==> config.mk <==
export PLATFORM = sky130hd
export DESIGN_NAME = rst_seq_gen
export DESIGN_NICKNAME = d
export VERILOG_FILES = /design/src/rtl/rst_seq_gen.sv
export SDC_FILE = /design/constraint.sdc
export NUM_CORES = 1
export LEC_CHECK = 0
export BUFFER_PORTS_ARGS = -buffer_cell sky130_fd_sc_hd__buf_4
export CELL_PAD_IN_SITES_DETAIL_PLACEMENT = 1
export CELL_PAD_IN_SITES_GLOBAL_PLACEMENT = 1
export CORE_ASPECT_RATIO = 0.9
export CORE_MARGIN = 2
export CORE_UTILIZATION = 35
export DETAILED_ROUTE_END_ITERATION = 8
export PLACE_DENSITY_LB_ADDON = 0.1
export SLEW_MARGIN = 20
export SYNTH_ARGS = -nofsm -noshare
export SYNTH_HDL_FRONTEND = slang
export SYNTH_SLANG_ARGS = --single-unit
==> constraint.sdc <==
create_clock -name clk -period 2.2 [get_ports clk]
set_input_delay 0.33 -clock clk [delete_from_list [all_inputs] [get_ports clk]]
set_output_delay 0.33 -clock clk [all_outputs]
set_load 0.05 [all_outputs]
==> src/rtl/rst_seq_gen.sv <==
// Reset sequencer: synchronizes the release of an async active-low reset, then
// releases NUM_OUT active-high synchronous resets one at a time in index order.
//
// state      | meaning
// -----------+---------------------------------------------------------------
// ST_ASSERT  | all outputs asserted, waiting for the synchronized reset release
// ST_HOLD    | all outputs asserted, counting HOLD_CYCLES edges
// ST_RELEASE | releasing bit idx after every STAGGER edges
// ST_RUN     | all bits released, rst_done high, software request accepted
module rst_seq_gen #(
  parameter int SYNC_STAGES = 2,
  parameter int HOLD_CYCLES = 16,
  parameter int STAGGER     = 4,
  parameter int NUM_OUT     = 3
) (
  input  logic               clk,
  input  logic               rst_n,
  input  logic               sw_rst_req,
  output logic               sw_rst_ack,
  output logic [NUM_OUT-1:0] sync_reset,
  output logic               rst_done
);

  localparam int CNT_MAX = (HOLD_CYCLES > STAGGER) ? HOLD_CYCLES : STAGGER;
  localparam int CW      = $clog2(CNT_MAX + 1);
  localparam int IW      = $clog2(NUM_OUT + 1);

  localparam logic [CW-1:0]      HOLD_LAST = CW'(HOLD_CYCLES - 1);
  localparam logic [CW-1:0]      STAG_LAST = CW'(STAGGER - 1);
  localparam logic [IW-1:0]      IDX_LAST  = IW'(NUM_OUT - 1);
  localparam logic [NUM_OUT-1:0] BIT0      = NUM_OUT'(1);

  typedef enum logic [1:0] {
    ST_ASSERT  = 2'd0,
    ST_HOLD    = 2'd1,
    ST_RELEASE = 2'd2,
    ST_RUN     = 2'd3
  } state_t;

  state_t               state_q, state_d;
  logic [SYNC_STAGES-1:0] sync_q;
  logic                 rst_sync;
  logic [CW-1:0]        cnt_q, cnt_d;
  logic [IW-1:0]        idx_q, idx_d;
  logic [NUM_OUT-1:0]   sync_reset_d;
  logic                 rst_done_d;
  logic                 sw_rst_ack_d;

  assign rst_sync = sync_q[SYNC_STAGES-1];

  always_ff @(posedge clk or negedge rst_n) begin
    if (!rst_n) begin
      sync_q     <= '0;
      state_q    <= ST_ASSERT;
      cnt_q      <= '0;
      idx_q      <= '0;
      sync_reset <= '1;
      rst_done   <= 1'b0;
      sw_rst_ack <= 1'b0;
    end else begin
      sync_q     <= {sync_q[SYNC_STAGES-2:0], 1'b1};
      state_q    <= state_d;
      cnt_q      <= cnt_d;
      idx_q      <= idx_d;
      sync_reset <= sync_reset_d;
      rst_done   <= rst_done_d;
      sw_rst_ack <= sw_rst_ack_d;
    end
  end

  always_comb begin
    state_d      = state_q;
    cnt_d        = cnt_q;
    idx_d        = idx_q;
    sync_reset_d = sync_reset;
    rst_done_d   = rst_done;
    sw_rst_ack_d = 1'b0;
    case (state_q)
      ST_ASSERT: begin
        sync_reset_d = '1;
        rst_done_d   = 1'b0;
        if (rst_sync) begin
          state_d = ST_HOLD;
          cnt_d   = '0;
        end
      end
      ST_HOLD: begin
        if (cnt_q == HOLD_LAST) begin
          sync_reset_d = sync_reset & ~BIT0;
          cnt_d        = '0;
          if (NUM_OUT == 1) begin
            state_d    = ST_RUN;
            rst_done_d = 1'b1;
          end else begin
            state_d = ST_RELEASE;
            idx_d   = IW'(1);
          end
        end else begin
          cnt_d = cnt_q + CW'(1);
        end
      end
      ST_RELEASE: begin
        if (cnt_q == STAG_LAST) begin
          sync_reset_d = sync_reset & ~(BIT0 << idx_q);
          cnt_d        = '0;
          idx_d        = idx_q + IW'(1);
          if (idx_q == IDX_LAST) begin
            state_d    = ST_RUN;
            rst_done_d = 1'b1;
          end
        end else begin
          cnt_d = cnt_q + CW'(1);
        end
      end
      ST_RUN: begin
        // Restart from HOLD; the synchronizer stays released.
        if (sw_rst_req) begin
          sync_reset_d = '1;
          rst_done_d   = 1'b0;
          sw_rst_ack_d = 1'b1;
          state_d      = ST_HOLD;
          cnt_d        = '0;
        end
      end
      default: state_d = ST_ASSERT;
    endcase
  end

endmodule

# Yosys cells after proc, flatten, opt, wreduce, memory -nomap -nowiden
# Cells that the tools add are included.
# word_totals
wordCells	58
ff_bits	16
ramBits	0
latch_bits	0
inputBits	3
memories	0
out_inout_bits	5
mem_bits_ro	0
# op_classes
n_div	0
add_sub_neg	2
shifts	1
reduce_logical	9
n_mux	24
order_cmp	0
n_eq_ne	11
bitwise	3
mul	0
# ops
op	n
5-bit 2-to-1 mux	4
5-bit one-hot mux with 4 select lines	1
2-bit 2-to-1 mux	7
3-bit one-hot mux with 4 select lines	1
2-bit inequality test (second input constant)	5
3-bit AND reduction	3
2-bit one-hot mux with 4 select lines	1
2-bit == test (second input constant)	3
1-bit 2-to-1 mux	6
3-bit 2-to-1 mux	2
5-bit by 1-bit adder with 5-bit output (second input constant)	1
5-bit by 2-bit == test with 1-bit output (second input constant)	1
5-bit by 4-bit == test with 1-bit output (second input constant)	1
5-bit AND reduction	1
2-bit one-hot mux with 2 select lines	1
4-bit AND reduction	1
3-bit bitwise AND	1
3-bit NOT	1
1-bit one-hot mux with 3 select lines	1
3-bit nonzero test	1
1-bit by 2-bit << shifter with 3-bit output (first input constant)	1
2-bit by 1-bit adder with 2-bit output (second input constant)	1
2-bit by 1-bit == test with 1-bit output (second input constant)	1
2-bit logical NOT	1
3 further kinds	3

# Longest topological paths before layout
# depth
depth_word	5
ltp_mapped	8
ltp_nobuf	8

# Worst setup path after synthesis
# Ideal clock, no wire load.
# synth_timing
kind	reg2reg
from	register cnt_q[0]
to	register state_q[1]
n_path_buf	0
t_arrival_ns	1.697
slack_ns	0.378
path_stages_with_launch	6
cell_sequence	dfrtp_1 > ha_1 > or4b_4 > a21oi_4 > nand3_4 > mux2_4
# synth_via
elab_chain_cells	3
# synth_lines
element	line	rtl
start, declared	43	logic [CW-1:0] cnt_q, cnt_d;
start signal, assigned	63	cnt_q <= cnt_d;
5-bit by 2-bit == test with 1-bit output or 5-bit by 4-bit == test with 1-bit output (tied branches)	103, 88	
2-bit inequality test (no line)	--	
5-bit AND reduction (no line) (*)	--	
end signal, assigned	62	state_q <= state_d;
end, declared	40	state_t state_q, state_d;
# Mark *: on every way between the ends. The rest lies on a longest branch, timed or not.
# A chain may end at the register's enable or synchronous reset.

# Worst setup path after layout
# layout_timing
from	register cnt_q[0]
to	register idx_q[1]
# layout_via
elab_chain_cells	3
# layout_lines
element	line	rtl
5-bit by 2-bit == test with 1-bit output or 5-bit by 4-bit == test with 1-bit output (tied branches)	103, 88	
2-bit inequality test (no line)	--	
3-bit AND reduction (no line) (*)	--	
end signal, assigned	64	idx_q <= idx_d;
end, declared	44	logic [IW-1:0] idx_q, idx_d;
# Marked as above.

==> impl_metrics.tcl <==
set metrics [dict create \
    p_switching_w 0.000630 \
    path_clk_slew_ps 100 \
    synth_top_area_share_pct 35.9 \
    synth_area_leaders "dfrtp_1, ha_1, dfstp_2" \
    cts.sinks 16 \
    arrival_ps 2190 \
    grt_pass1_wl_mm 3.20 \
    nets 110 \
    leakagePower_nw 0.487 \
    start_util_pct 37.0 \
    drtIter0Drc 13 \
    cts_max_level 1 \
    synth-async-reset-ratio_pct 100 \
    syn-num-nets 98 \
    rows 17 \
    ys_dominant_reg_cell "dfrtp_1" \
    seq_area_frac_synth_pct 44.6 \
    die_y_um 52.3 \
    ys_warn_count 0 \
    hold_viol_final 0 \
    dp_hpwl_mm 1.36 \
    antenna_found_initial 0 \
    die_area_sq_um 3010 \
    n_antenna_cell 0 \
    critPathMaxStageDelay_ps 510 \
    syn_avg_cell_area_sq_um 10.8 \
    synth.ff_latch_count 16 \
    ios 8 \
    end_kind "flip-flop" \
    coreArea_sq_um 2450 \
    start_kind "flip-flop" \
    intPower_w 0.000765 \
    status "finished, final reports clean" \
    drv_slew 0 \
    post_drt_wl_per_cell_um 14.8 \
    drc 0 \
    synthTopCellsByCount "dfrtp_1, ha_1, inv_1, nand3_1" \
    skew_ps 13.8 \
    cp_max_fo 9 \
    drv_cap 0 \
    fmax_ghz 0.500 \
    cts_root_buf "clkbuf_4" \
    pwr-share-clk_pct 11.8 \
    cts_setup_buffers 0 \
    worst_ir_drop_vdd_v 0.000662 \
    clkLatencyLatePin_ps 290 \
    gp_congestion 0.744 \
    syn-cell-area_sq_um 906 \
    crit_buf_inv 0 \
    overflow 0 \
    crit_type "reg2reg" \
    pwr-share-comb_pct 56.2 \
    grt_pass1_vias 656 \
    synth.most_common_cell "dfrtp_1" \
    io_buffer_count 7 \
    wl_mm 1.82 \
    dr_total_vias 630 \
    syn_inst 84 \
    sequentialPowerShare_pct 32.0 \
    rsz0062_at_grt "no" \
    die_w_um 57.6 \
    cts_tree "done" \
    p_per_area_nw_per_um2 1360 \
    synth_area_leader_cell "dfrtp_1" \
    cts_buffers 3 \
    fin_crit_sh_pct 91.0 \
    grt_max_degree 17 \
    finalPower_w 0.00140 \
    critPathSlowestCell "or4b_4" \
    p_sw_share_pct 45.1 \
    ant_nets 0 \
    cp_top_family "compound AO/OA/AOI/OAI gates" \
    yosysUniqueCellTypes 31 \
    min_path_type "in2reg" \
    period_needed_ps 2000 \
    grt_usage_pct 14.7 \
    synth_edf_count 0 \
    cts.path.max_buffers 2 \
    area_growth_pct 13.5 \
    crit_chain "ha_1 -> or4b_4 -> a21oi_4 -> o21ai_0 -> a32o_1" \
    tns_ps 0 \
    setup_viol 0 \
    cp.required_ps 2390 \
    layout-drive-gt1-share_pct 22.1 \
    vias_per_cell 5.12 \
    drtPass1Iterations 4 \
]
## layer usage
metal	GRT usage [%]	up-vias	share of wire, %	wire [um]
met2	20.1	14	42	762
met1	20.8	302	52	952
li1	-	312	-	-
met5	0	-	0	0
met3	4.44	2	4.5	81
met4	6.98	0	0.94	17
## power by group through the flow
stage          registers [W]  clock network, W  logic [W]
4_1_cts             0.000449          0.000179   0.000794
3_3_place_gp        0.000447                 0   0.000786
5_1_grt             0.000458          0.000186   0.000882
2_1_floorplan       0.000545                 0   0.000501
6_report            0.000447          0.000165   0.000784
3_5_place_dp        0.000454                 0   0.000785
## sequential cells by signal, indices dropped and copies added (netlist names)
name and cells:
cnt_q 5, idx_q 2, rst_done 1, state_q 2
sw_rst_ack 1, sync_q 2, sync_reset 3
## stage by stage
step                hold slack [ps]  setup WS, ps  area, sq um  std cells  utilization (%)
floorplan                      34.4           378          906         84                -
global placement                207           187          990        118             40.5
detailed placement              209           137          990        118             40.5
CTS                             260           112         1030        123             41.9
global route                    267          31.0         1030        123             42.0
finish                          277           198         1030        123             42.0
## worst paths after layout
kind	start	end	slack [ps]	cells after the start
min in group asynchronous	rst_n	cnt_q[3]$_DFFE_PN0P_	420	2
worst min register to register	sync_q[0]$_DFF_PN0_	sync_q[1]$_DFF_PN0_	370	0
worst max-delay path	cnt_q[0]$_DFFE_PN0P_	idx_q[1]$_DFFE_PN0P_	200	5
worst max register to register	cnt_q[0]$_DFFE_PN0P_	idx_q[1]$_DFFE_PN0P_	200	5
max in group asynchronous	rst_n	sync_reset[2]$_DFFE_PN1P_	1510	2
worst min-delay path	sw_rst_req	sw_rst_ack$_DFF_PN0_	280	2
## layout by cell type (no fill, tap or decap), types with 3 or more instances in the layout
cell type  netlist  final
a21o_1           3      3
nand2_1          4      4
ha_1            11     11
dfrtp_1         13     13
nor2_1           4      4
clkbuf_4         0      3
inv_1            9      9
dfstp_2          3      3
nand3_1          5      5
buf_4            0      7
o21ai_0          3      3
## worst register-to-register path: stages, from the launching register on
cell and delay, ps:
dfrtp_1 410, ha_1 230, or4b_4 510, a21oi_4 300, o21ai_0 210, a32o_1 240
## cell type report
cell class | count | area (sq um)
Fill cell | 282 | 1420
Multi-Input combinational cell | 58 | 467
Sequential cell | 16 | 404
Timing Repair Buffer | 8 | 62.6
Tap cell | 28 | 35.0
Inverter | 9 | 33.8
Clock buffer | 4 | 26.3
## logic make-up after synthesis
group | share of synthesized area [%]
muxes | 3.87
and+or+nand+nor | 18.4
buffers and inverters | 4.14
DFF | 44.6
AOI/OAI and AO/OA | 13.4
other | 0.414
adders and majority gates | 15.2
## what timing repair did
action,CTS,global route
hold buffers,1,0
resized for setup,0,1
setup endpoints to repair,0,1
endpoints found under the hold margin,13,0
Power figures use the tool's default switching activity.
